[src/rtl/oqpsk_pkg.sv]
// oqpsk_pkg: shared types, defaults and half-sine table builder for the O-QPSK modulator.
package oqpsk_pkg;
    localparam int DEF_CLK_PER_SAMPLE = 5;
    localparam int DEF_SPC            = 5;
    localparam int DEF_W              = 5;
    localparam int PH_W               = 4;  // phase field covers SPC up to 8

    typedef enum logic [1:0] {IDLE, RUN, FLUSH} state_t;

    typedef struct packed {
        logic            active;
        logic            sign;
        logic [PH_W-1:0] phase;
    } rail_t;

    // round((2^(w-1)-1) * sin(pi*(k+0.5)/(2*spc))) in 2^28 fixed point, Taylor series to x^11
    function automatic int half_sine(int k, int spc, int w);
        longint s, x, term, sum, amp, kk, sp;
        s = 64'sd1 <<< 28;
        sp = longint'(spc);
        kk = (k < spc) ? longint'(k) : 2 * sp - 1 - longint'(k);
        x = (64'sd843314857 * (2 * kk + 1)) / (4 * sp);
        term = x;
        sum = x;
        for (longint n = 1; n <= 5; n++) begin
            term = -((term * x / s) * x / s) / (2 * n * (2 * n + 1));
            sum = sum + term;
        end
        amp = (64'sd1 <<< (w - 1)) - 1;
        return int'((amp * sum + s / 2) / s);
    endfunction

    function automatic rail_t rail_step(rail_t r, logic [PH_W-1:0] last);
        rail_t n;
        n = r;
        if (r.active) begin
            n.phase = r.phase + 1'b1;
            n.active = (r.phase != last);
        end
        return n;
    endfunction
endpackage

[src/rtl/half_sine_rom.sv]
// half_sine_rom: phase -> half-sine pulse magnitude lookup for one rail.
module half_sine_rom
    import oqpsk_pkg::*;
#(
    parameter int SPC = DEF_SPC,
    parameter int W   = DEF_W
) (
    input  logic [PH_W-1:0] i_phase,
    output logic [W-1:0]    o_mag
);
    logic [W-1:0] w_lut [2*SPC];

    for (genvar k = 0; k < 2 * SPC; k++) begin : g_lut
        localparam int MAG = half_sine(k, SPC, W);
        assign w_lut[k] = W'(MAG);
    end

    assign o_mag = (i_phase < PH_W'(2 * SPC)) ? w_lut[i_phase] : '0;
endmodule

[src/rtl/oqpsk_modulator.sv]
// oqpsk_modulator: 802.15.4 chip stream to half-sine shaped O-QPSK I/Q samples.
module oqpsk_modulator
    import oqpsk_pkg::*;
#(
    parameter int CLK_PER_SAMPLE = DEF_CLK_PER_SAMPLE,
    parameter int SPC            = DEF_SPC,
    parameter int W              = DEF_W
) (
    input  logic         clk,
    input  logic         reset,
    input  logic         chip_in,
    input  logic         chip_last,
    input  logic         chip_valid,
    output logic         chip_ready,
    output logic [W-1:0] i_out,
    output logic [W-1:0] q_out,
    output logic         sample_valid,
    output logic         busy,
    output logic         underrun
);
    localparam int DIV_W = $clog2(CLK_PER_SAMPLE + 1);
    localparam int SIDX_W = $clog2(SPC + 1);
    localparam logic [PH_W-1:0] PH_LAST = PH_W'(2 * SPC - 1);

    state_t            r_state, w_state_nxt;
    logic              r_buf_full, r_buf_chip, r_buf_last;
    logic [DIV_W-1:0]  r_div;
    logic [SIDX_W-1:0] r_sidx;
    logic              r_parity;  // 0: next chip goes to I, 1: to Q
    rail_t             r_i, r_q, w_i_nxt, w_q_nxt, w_new;
    logic              w_tick, w_bound, w_pop, w_load, w_parity_nxt, w_underrun_nxt;
    logic [W-1:0]      w_i_mag, w_q_mag, w_i_smp, w_q_smp, r_i_out, r_q_out;
    logic              r_sample_valid, r_underrun;

    half_sine_rom #(.SPC(SPC), .W(W)) u_i_rom (.i_phase(r_i.phase), .o_mag(w_i_mag));
    half_sine_rom #(.SPC(SPC), .W(W)) u_q_rom (.i_phase(r_q.phase), .o_mag(w_q_mag));

    assign w_tick = (r_state != IDLE) && (r_div == DIV_W'(CLK_PER_SAMPLE - 1));
    assign w_bound = w_tick && (r_sidx == SIDX_W'(SPC - 1));
    assign w_load = chip_valid && !r_buf_full;
    assign w_new = '{active: 1'b1, sign: r_buf_chip, phase: '0};
    assign w_i_smp = !r_i.active ? '0 : r_i.sign ? w_i_mag : -w_i_mag;
    assign w_q_smp = !r_q.active ? '0 : r_q.sign ? w_q_mag : -w_q_mag;

    assign chip_ready = !r_buf_full;
    assign busy = (r_state != IDLE);
    assign i_out = r_i_out;
    assign q_out = r_q_out;
    assign sample_valid = r_sample_valid;
    assign underrun = r_underrun;

    always_comb begin
        w_state_nxt = r_state;
        w_pop = 1'b0;
        w_underrun_nxt = 1'b0;
        w_parity_nxt = r_parity;
        w_i_nxt = w_tick ? rail_step(r_i, PH_LAST) : r_i;
        w_q_nxt = w_tick ? rail_step(r_q, PH_LAST) : r_q;
        case (r_state)
            IDLE: if (r_buf_full) begin
                w_pop = 1'b1;
                w_i_nxt = w_new;
                w_parity_nxt = 1'b1;
                w_state_nxt = r_buf_last ? FLUSH : RUN;
            end
            RUN: if (w_bound) begin
                w_pop = r_buf_full;
                w_underrun_nxt = !r_buf_full;
                w_state_nxt = (!r_buf_full || r_buf_last) ? FLUSH : RUN;
                if (r_buf_full) begin
                    w_parity_nxt = !r_parity;
                    if (r_parity) w_q_nxt = w_new;
                    else w_i_nxt = w_new;
                end
            end
            FLUSH: if (w_tick && (!r_i.active || r_i.phase == PH_LAST)
                              && (!r_q.active || r_q.phase == PH_LAST)) begin
                w_state_nxt = IDLE;
                w_parity_nxt = 1'b0;
            end
            default: w_state_nxt = IDLE;
        endcase
    end

    always_ff @(posedge clk or posedge reset) begin
        if (reset) r_state <= IDLE;
        else r_state <= w_state_nxt;
    end

    always_ff @(posedge clk or posedge reset) begin
        if (reset) begin
            r_buf_full <= 1'b0;
            r_buf_chip <= 1'b0;
            r_buf_last <= 1'b0;
            r_div <= '0;
            r_sidx <= '0;
            r_parity <= 1'b0;
            r_i <= '0;
            r_q <= '0;
            r_i_out <= '0;
            r_q_out <= '0;
            r_sample_valid <= 1'b0;
            r_underrun <= 1'b0;
        end else begin
            r_buf_full <= w_pop ? 1'b0 : (w_load || r_buf_full);
            if (w_load) begin
                r_buf_chip <= chip_in;
                r_buf_last <= chip_last;
            end
            r_div <= (r_state == IDLE || w_tick) ? '0 : r_div + 1'b1;
            r_sidx <= (r_state == IDLE || w_bound) ? '0 : w_tick ? r_sidx + 1'b1 : r_sidx;
            r_parity <= w_parity_nxt;
            r_i <= w_i_nxt;
            r_q <= w_q_nxt;
            r_i_out <= w_tick ? w_i_smp : (r_state == IDLE) ? '0 : r_i_out;
            r_q_out <= w_tick ? w_q_smp : (r_state == IDLE) ? '0 : r_q_out;
            r_sample_valid <= w_tick;
            r_underrun <= w_underrun_nxt;
        end
    end
endmodule

[config.mk]
export PLATFORM = sky130hd
export DESIGN_NAME = oqpsk_modulator
export DESIGN_NICKNAME = d
export VERILOG_FILES = /design/src/rtl/oqpsk_pkg.sv /design/src/rtl/half_sine_rom.sv /design/src/rtl/oqpsk_modulator.sv
export SDC_FILE = /design/constraint.sdc
export NUM_CORES = 1
export LEC_CHECK = 0
export BUFFER_PORTS_ARGS = -buffer_cell sky130_fd_sc_hd__buf_2
export CORE_MARGIN = 8
export CORE_UTILIZATION = 30
export CTS_CLUSTER_SIZE = 25
export DETAILED_ROUTE_END_ITERATION = 16
export GPL_TIMING_DRIVEN = 0
export HOLD_SLACK_MARGIN = 0.15
export PLACE_DENSITY = 0.54
export SLEW_MARGIN = 20
export SYNTH_ARGS = -nofsm -noshare
export SYNTH_HDL_FRONTEND = slang
export SYNTH_SLANG_ARGS = --single-unit
[constraint.sdc]
create_clock -name clk -period 1.9 [get_ports clk]
set_clock_uncertainty 0.2 [all_clocks]
set_input_delay 0.19 -clock clk [delete_from_list [all_inputs] [get_ports clk]]
set_output_delay 0.19 -clock clk [all_outputs]
set_load 0.01 [all_outputs]
# Yosys cells after proc, flatten, opt, wreduce, memory -nomap -nowiden
# Memory sizes are Yosys's and may differ from the RTL's.
# Cells that the tools add are included.
# word_totals
register_bits,36
latch_bits,0
ramBits,0
mem_bits_ro,160
input_bits,5
output_inout_bits,14
elab_cells,113
n_memories,2
# memory_table
name,depth,width,rd,rd_clocked_by_memory_dff,write_ports,line,source
(no name shown),16,5,1,0,0,half_sine_rom.sv:18,assign o_mag = (i_phase < PH_W'(2 * SPC)) ? w_lut[i_phase] : '0;
(no name shown),16,5,1,0,0,half_sine_rom.sv:18,
# classes
n_addsub,6
mul,0
div,0
magnitude_cmp,4
eq_ne,12
shifts,0
mux,48
bitwise_logic,2
n_reduce_logical,22
# op_table
cell,n
two-way mux 5 bit,13
two-way mux 6 bit,10
one-hot mux 6 bit (2 select lines),1
two-way mux 1 bit,11
"greater-or-equal comparator 5 bit, second input constant",2
two-way mux 2 bit,5
negation 5 bit,2
NOT 4 -> 5 bit,2
two-way mux 3 bit,3
"adder 4 x 1 -> 4 bit, second input constant",2
"== test 4 bit, second input constant",2
"less-than comparator 4 bit, second input constant",2
two-way mux 4 bit,2
"!= test 2 bit, second input constant",4
"!= test 4 bit, second input constant",2
"adder 3 x 1 -> 3 bit, second input constant",2
"== test 3 bit, second input constant",2
logical OR 1 bit,6
one-hot mux 2 bit (3 select lines),1
nonzero test 2 bit,3
logical AND 1 bit,5
AND reduction 5 bit,1
zero test 1 bit,4
one-hot mux 1 bit (3 select lines),1
other kinds (6),6

# Depth between registers and ports, before layout
# logic_depth
depth_word,9
ltp_mapped,9
depth_no_buf,8

# Modules after synthesis
# A second synthesis with hierarchy kept.
# unflattened
hier_cells,203
area_unflattened_um2,1959.4
# modules_own_cells
module,instances,cells_per_inst,area_per_inst_um2,seq_area_each_um2
oqpsk_modulator,1,179,1794.2,900.9
half_sine_rom,2,12,82.6,0.0

# Least setup slack after synthesis
# OpenSTA, ideal clock, no wires.
# synth_path
path_type,register to register
start,register r_q[0] (netlist bit)
end,register r_q_out[1] (netlist: q_out[1])
setup_ns,0.121
t_arrival_ns,1.570
required_ns,1.579
setup_slack_ns,0.009
path_stages_with_launch,10
path_buffers,1
synth_period_minus_slack_ns,1.891
path_cell_list,dfrtp_1 buf_2 inv_1 ha_1 mux2i_1 o21ai_0 ha_1 nor2_1 a21oi_1 a22o_1
# synth_between
elab_chain_len,9
word_cells_on_any_way,10
classes_between,1 x add/sub; 1 x order compare; 6 x mux; 1 x bitwise; 1 x memory
# synth_lines
item,line,source
"start, declared",oqpsk_modulator.sv:30,"rail_t r_i, r_q, w_i_nxt, w_q_nxt, w_new;"
"start signal, assigned",oqpsk_modulator.sv:114,r_q <= w_q_nxt;
NOT 4 -> 5 bit (not written as such),half_sine_rom.sv:18,
memory read (16 x 5 bit),-,
two-way mux 5 bit (not written as such) (2 in a row),half_sine_rom.sv:18,
two-way mux 5 bit (*),half_sine_rom.sv:18,
negation 5 bit,oqpsk_modulator.sv:43,assign w_q_smp = !r_q.active ? '0 : r_q.sign ? w_q_mag : -w_q_mag;
two-way mux 5 bit (*) (2 in a row),oqpsk_modulator.sv:43,
two-way mux 5 bit (*),oqpsk_modulator.sv:116,r_q_out <= w_tick ? w_q_smp : (r_state == IDLE) ? '0 : r_q_out;
"end signal, assigned",oqpsk_modulator.sv:116,
"end, declared",oqpsk_modulator.sv:32,"logic [W-1:0] w_i_mag, w_q_mag, w_i_smp, w_q_smp, r_i_out, r_q_out;"
# Mark *: on every way between the ends. The rest lies on a longest branch, timed or not. The select of a mux whose other input is x is not followed.
# A chain may end at the register's enable or synchronous reset.

# Worst setup path after layout
# layout_path
start,register r_i[0] (netlist bit)
end,register r_i_out[1] (netlist: i_out[1])
# layout_between
elab_chain_len,9
word_cells_on_any_way,10
classes_between,1 x add/sub; 1 x order compare; 6 x mux; 1 x bitwise; 1 x memory
# layout_lines
item,line,source
"start, declared",oqpsk_modulator.sv:30,
"start signal, assigned",oqpsk_modulator.sv:113,r_i <= w_i_nxt;
NOT 4 -> 5 bit (not written as such),half_sine_rom.sv:18,
memory read (16 x 5 bit),-,
two-way mux 5 bit (not written as such) (2 in a row),half_sine_rom.sv:18,
two-way mux 5 bit (*),half_sine_rom.sv:18,
negation 5 bit,oqpsk_modulator.sv:42,assign w_i_smp = !r_i.active ? '0 : r_i.sign ? w_i_mag : -w_i_mag;
two-way mux 5 bit (*) (2 in a row),oqpsk_modulator.sv:42,
two-way mux 5 bit (*),oqpsk_modulator.sv:115,r_i_out <= w_tick ? w_i_smp : (r_state == IDLE) ? '0 : r_i_out;
"end signal, assigned",oqpsk_modulator.sv:115,
"end, declared",oqpsk_modulator.sv:32,
# Marked as above.

==> metrics.md <==
| Metric | Value |
|---|---|
| Post-Syn Area | 0.00209 mm² |
| Final nets | 277 |
| Largest net degree at the start of global routing | 28 |
| Antenna violations before repair | 0 |
| Vias/cell | 4.83 |
| Fin worst setup slack | 0.000627 ns |
| Routed Antenna Nets | 0 |
| Global route overflow | 0 |
| Longest Clk Path Bufs | 2 |
| Root buffer cell | clkbuf_8 |
| Total die area | 0.00989 mm² |
| CP required | 1.87 ns |
| Overall routing resource usage | 10.0% |
| CTS Buf Count | 5 |
| Core area | 0.00676 mm² |
| Design Power | 0.00268 W |
| First-pass GRT wire length | 8030 µm |
| Syn_area_per_cell | 9.99 µm² |
| Crit path kind | reg -> reg |
| Syn nets | 228 |
| Layout area overhead | 28.6% |
| Via count | 1623 |
| I/O Buffers | 18 |
| YS warnings | 0 |
| Die X | 99.4 µm |
| Placed Instances | 308 |
| Routability cong. | 0.824 |
| Hold WC Path Type | in -> async |
| Fmax | 0.526 GHz |
| Ant diodes | 0 |
| Synth cell types | 43 |
| H-tree depth | 2 |
| Peak VDD IR | 0.492 mV |
| DP Worst Slack | -0.162 ns |
| WL final | 4600 µm |
| Slew headroom | 64.5% |
| Worst Max-Slew Pin Slew | 0.532 ns |
| Tmin final | 1.90 ns |
| Hold slack | 0.169 ns |
| Startpoint Class | flop |
| Die H | 99.4 µm |
| RSZ-0062 raised after global routing | yes |
| Crit path DAT | 1.87 ns |
| Final Max Slew Viols | 0 |
| Max cap viols | 0 |
| Layout cells sized above 1 | 35.5% |
| Crit path capture type | flop |
| Power Dens Cells | 997 mW/mm² |
| Status | finished clean |
| Initial drt markers | 98 |
| DRT Pass-1 Iters | 4 |
| Cell Count, Final, Fillers Out | 336 |
| CTS tree | yes |
| LEAKAGE | 1.24 nW |
| Setup TNS | 0 ns |
| Sequential share of the synthesized area | 43.1% |
| # setup viols final | 0 |
| Fin. Hold Viols | 0 |
| Row count | 30 |
| Clock Pin Slew Worst Setup and Hold Paths | 0.07 ns |
| I/O pin total | 19 |
| DR DRC count | 0 |
| DPL Wire Length | 3130 µm |
| Synth Register Bits | 36 |
| Worst skew pair latency | 0.28 ns |
| Crit-path max FO | 3 |
| Vias in the first global route | 1657 |
| Avg WL per Cell | 13.7 µm |
| Mapped Cells | 209 |
| Initial Utilization | 30.9% |
| Final Cycle Share | 100% |
| CTS Sinks | 36 |
[cells in the final DEF (no fill, tap or decap), drive strengths merged, types with 3 or more instances in the layout]
cell type / Yosys / layout
dfrtp: 36 / 36
nor2: 22 / 22
xnor2: 4 / 4
mux2i: 3 / 3
ha: 14 / 14
a22o: 6 / 6
dlygate4sd3: 0 / 4
nor3: 3 / 3
xor2: 5 / 5
inv: 14 / 14
mux2: 5 / 5
o31ai: 8 / 8
clkbuf: 3 / 7
o211ai: 3 / 3
and2: 5 / 5
o21ai: 10 / 10
nand4: 4 / 4
buf: 9 / 48
a21oi: 11 / 11
nand2: 20 / 20
[worst max-delay path, cell delays in order (launching register included)]
cell,delay [ns]
dfrtp_1,0.41
buf_6,0.14
inv_6,0.05
ha_4,0.11
mux2i_1,0.06
mux2i_1,0.20
ha_2,0.32
nor2_2,0.07
a21oi_1,0.05
a22o_1,0.19
[synth_stat cells (all sizes together)]
| library cell | count | share of area (%) |
|---|---|---|
| dfrtp | 36 | 43 |
| nor2 | 22 | 4.0 |
| nand2 | 20 | 3.6 |
| ha | 14 | 8.4 |
| inv | 14 | 2.5 |
| a21oi | 11 | 2.8 |
| o21ai | 10 | 2.8 |
| buf | 9 | 3.2 |
| o31ai | 8 | 3.4 |
| a22o | 6 | 2.5 |
| and2 | 5 | 1.6 |
| mux2 | 5 | 2.7 |
| xor2 | 5 | 2.1 |
| nand4 | 4 | 1.2 |
| xnor2 | 4 | 1.7 |
| clkbuf | 3 | 1.6 |
| mux2i | 3 | 1.4 |
| nor3 | 3 | 1.3 |
| o211ai | 3 | 1.3 |
| a21boi | 2 | 0.72 |
| a221oi | 2 | 0.84 |
| a31oi | 2 | 0.60 |
| nand2b | 2 | 0.60 |
| nand3 | 2 | 0.48 |
| nand3b | 2 | 0.72 |
| nor2b | 2 | 0.60 |
| nor4 | 2 | 0.60 |
| o2111a | 2 | 1.1 |
| or4b | 2 | 1.3 |
| a21o | 1 | 0.36 |
| and4 | 1 | 0.42 |
| o22ai | 1 | 0.30 |
| or4 | 1 | 0.36 |
[sequential cells by signal, summed over array words and instances (netlist names), 2 cells and up]
register  flops
r_i           6
r_sidx        3
i_out         5
r_state       2
r_div         3
r_q           6
q_out         5
[per-layer routing]
| layer | wire (µm) | global-route usage, % |
|---|---|---|
| met3 | 151 | 2.86 |
| met1 | 2310 | 13.0 |
| met4 | 52 | 3.84 |
| met5 | 0 | 0 |
| met2 | 2080 | 15.3 |
[final cells by class]
type	instances	area, µm²
Multi-Input combinational cell	147	1140
Fill cell	673	4070
Clock buffer	5	68.8
Timing Repair Buffer	42	300
Inverter	14	57.6
Buffer	12	118
Tap cell	80	100
Sequential cell	36	903
[per-stage QoR]
stage               cell area (µm²)  utilization [%]
floorplan                      2090                -
global placement               2280             33.7
detailed placement             2300             34.0
CTS                            2510             37.2
global route                   2690             39.8
finish                         2690             39.8
[power by group]
| part | switching [W] | internal [W] |
|---|---|---|
| Sequential | 0.000115 | 0.000920 |
| Combinational | 0.000630 | 0.000531 |
| Clock | 0.000244 | 0.000236 |
| Total | 0.000990 | 0.00169 |
[worst paths after layout]
| kind | start | endpoint | slack, ns | cells past startpoint |
|---|---|---|---|---|
| worst max-delay path | r_i[0] | i_out[1] | 0.0006 | 9 |
| worst min-delay path | reset | q_out[4] | 0.17 | 3 |
| worst max register to register | r_i[0] | i_out[1] | 0.0006 | 9 |
| worst min register to register | q_out[2] | q_out[2] | 0.27 | 2 |
| max in group asynchronous | reset | r_i[1] | 0.90 | 4 |
| min in group clk | q_out[2] | q_out[2] | 0.27 | 2 |
[kinds of logic (layout without fill, tap and decap cells)]
| group | Yosys count | count (layout) | synth area share (%) |
|---|---|---|---|
| AO/OA/AOI/OAI | 48 | 48 | 16.7 |
| buffers and inverters | 26 | 73 | 7.25 |
| adder cells (fa/ha/maj) | 14 | 14 | 8.39 |
| multiplexers | 8 | 8 | 4.13 |
| XOR/XNOR | 9 | 9 | 3.77 |
| AND/OR/NAND/NOR | 68 | 68 | 16.7 |
| flip-flops | 36 | 36 | 43.1 |
[what timing repair did]
| action | in CTS | in global routing |
|---|---|---|
| pin swaps | 4 | 11 |
| resized for setup | 15 | 24 |
| setup endpoints to repair | 6 | 17 |
| buffers inserted | 9 | 10 |
| hold endpoints to repair | 39 | 0 |
| hold buffers | 4 | 0 |
Power figures use the tool's default switching activity.
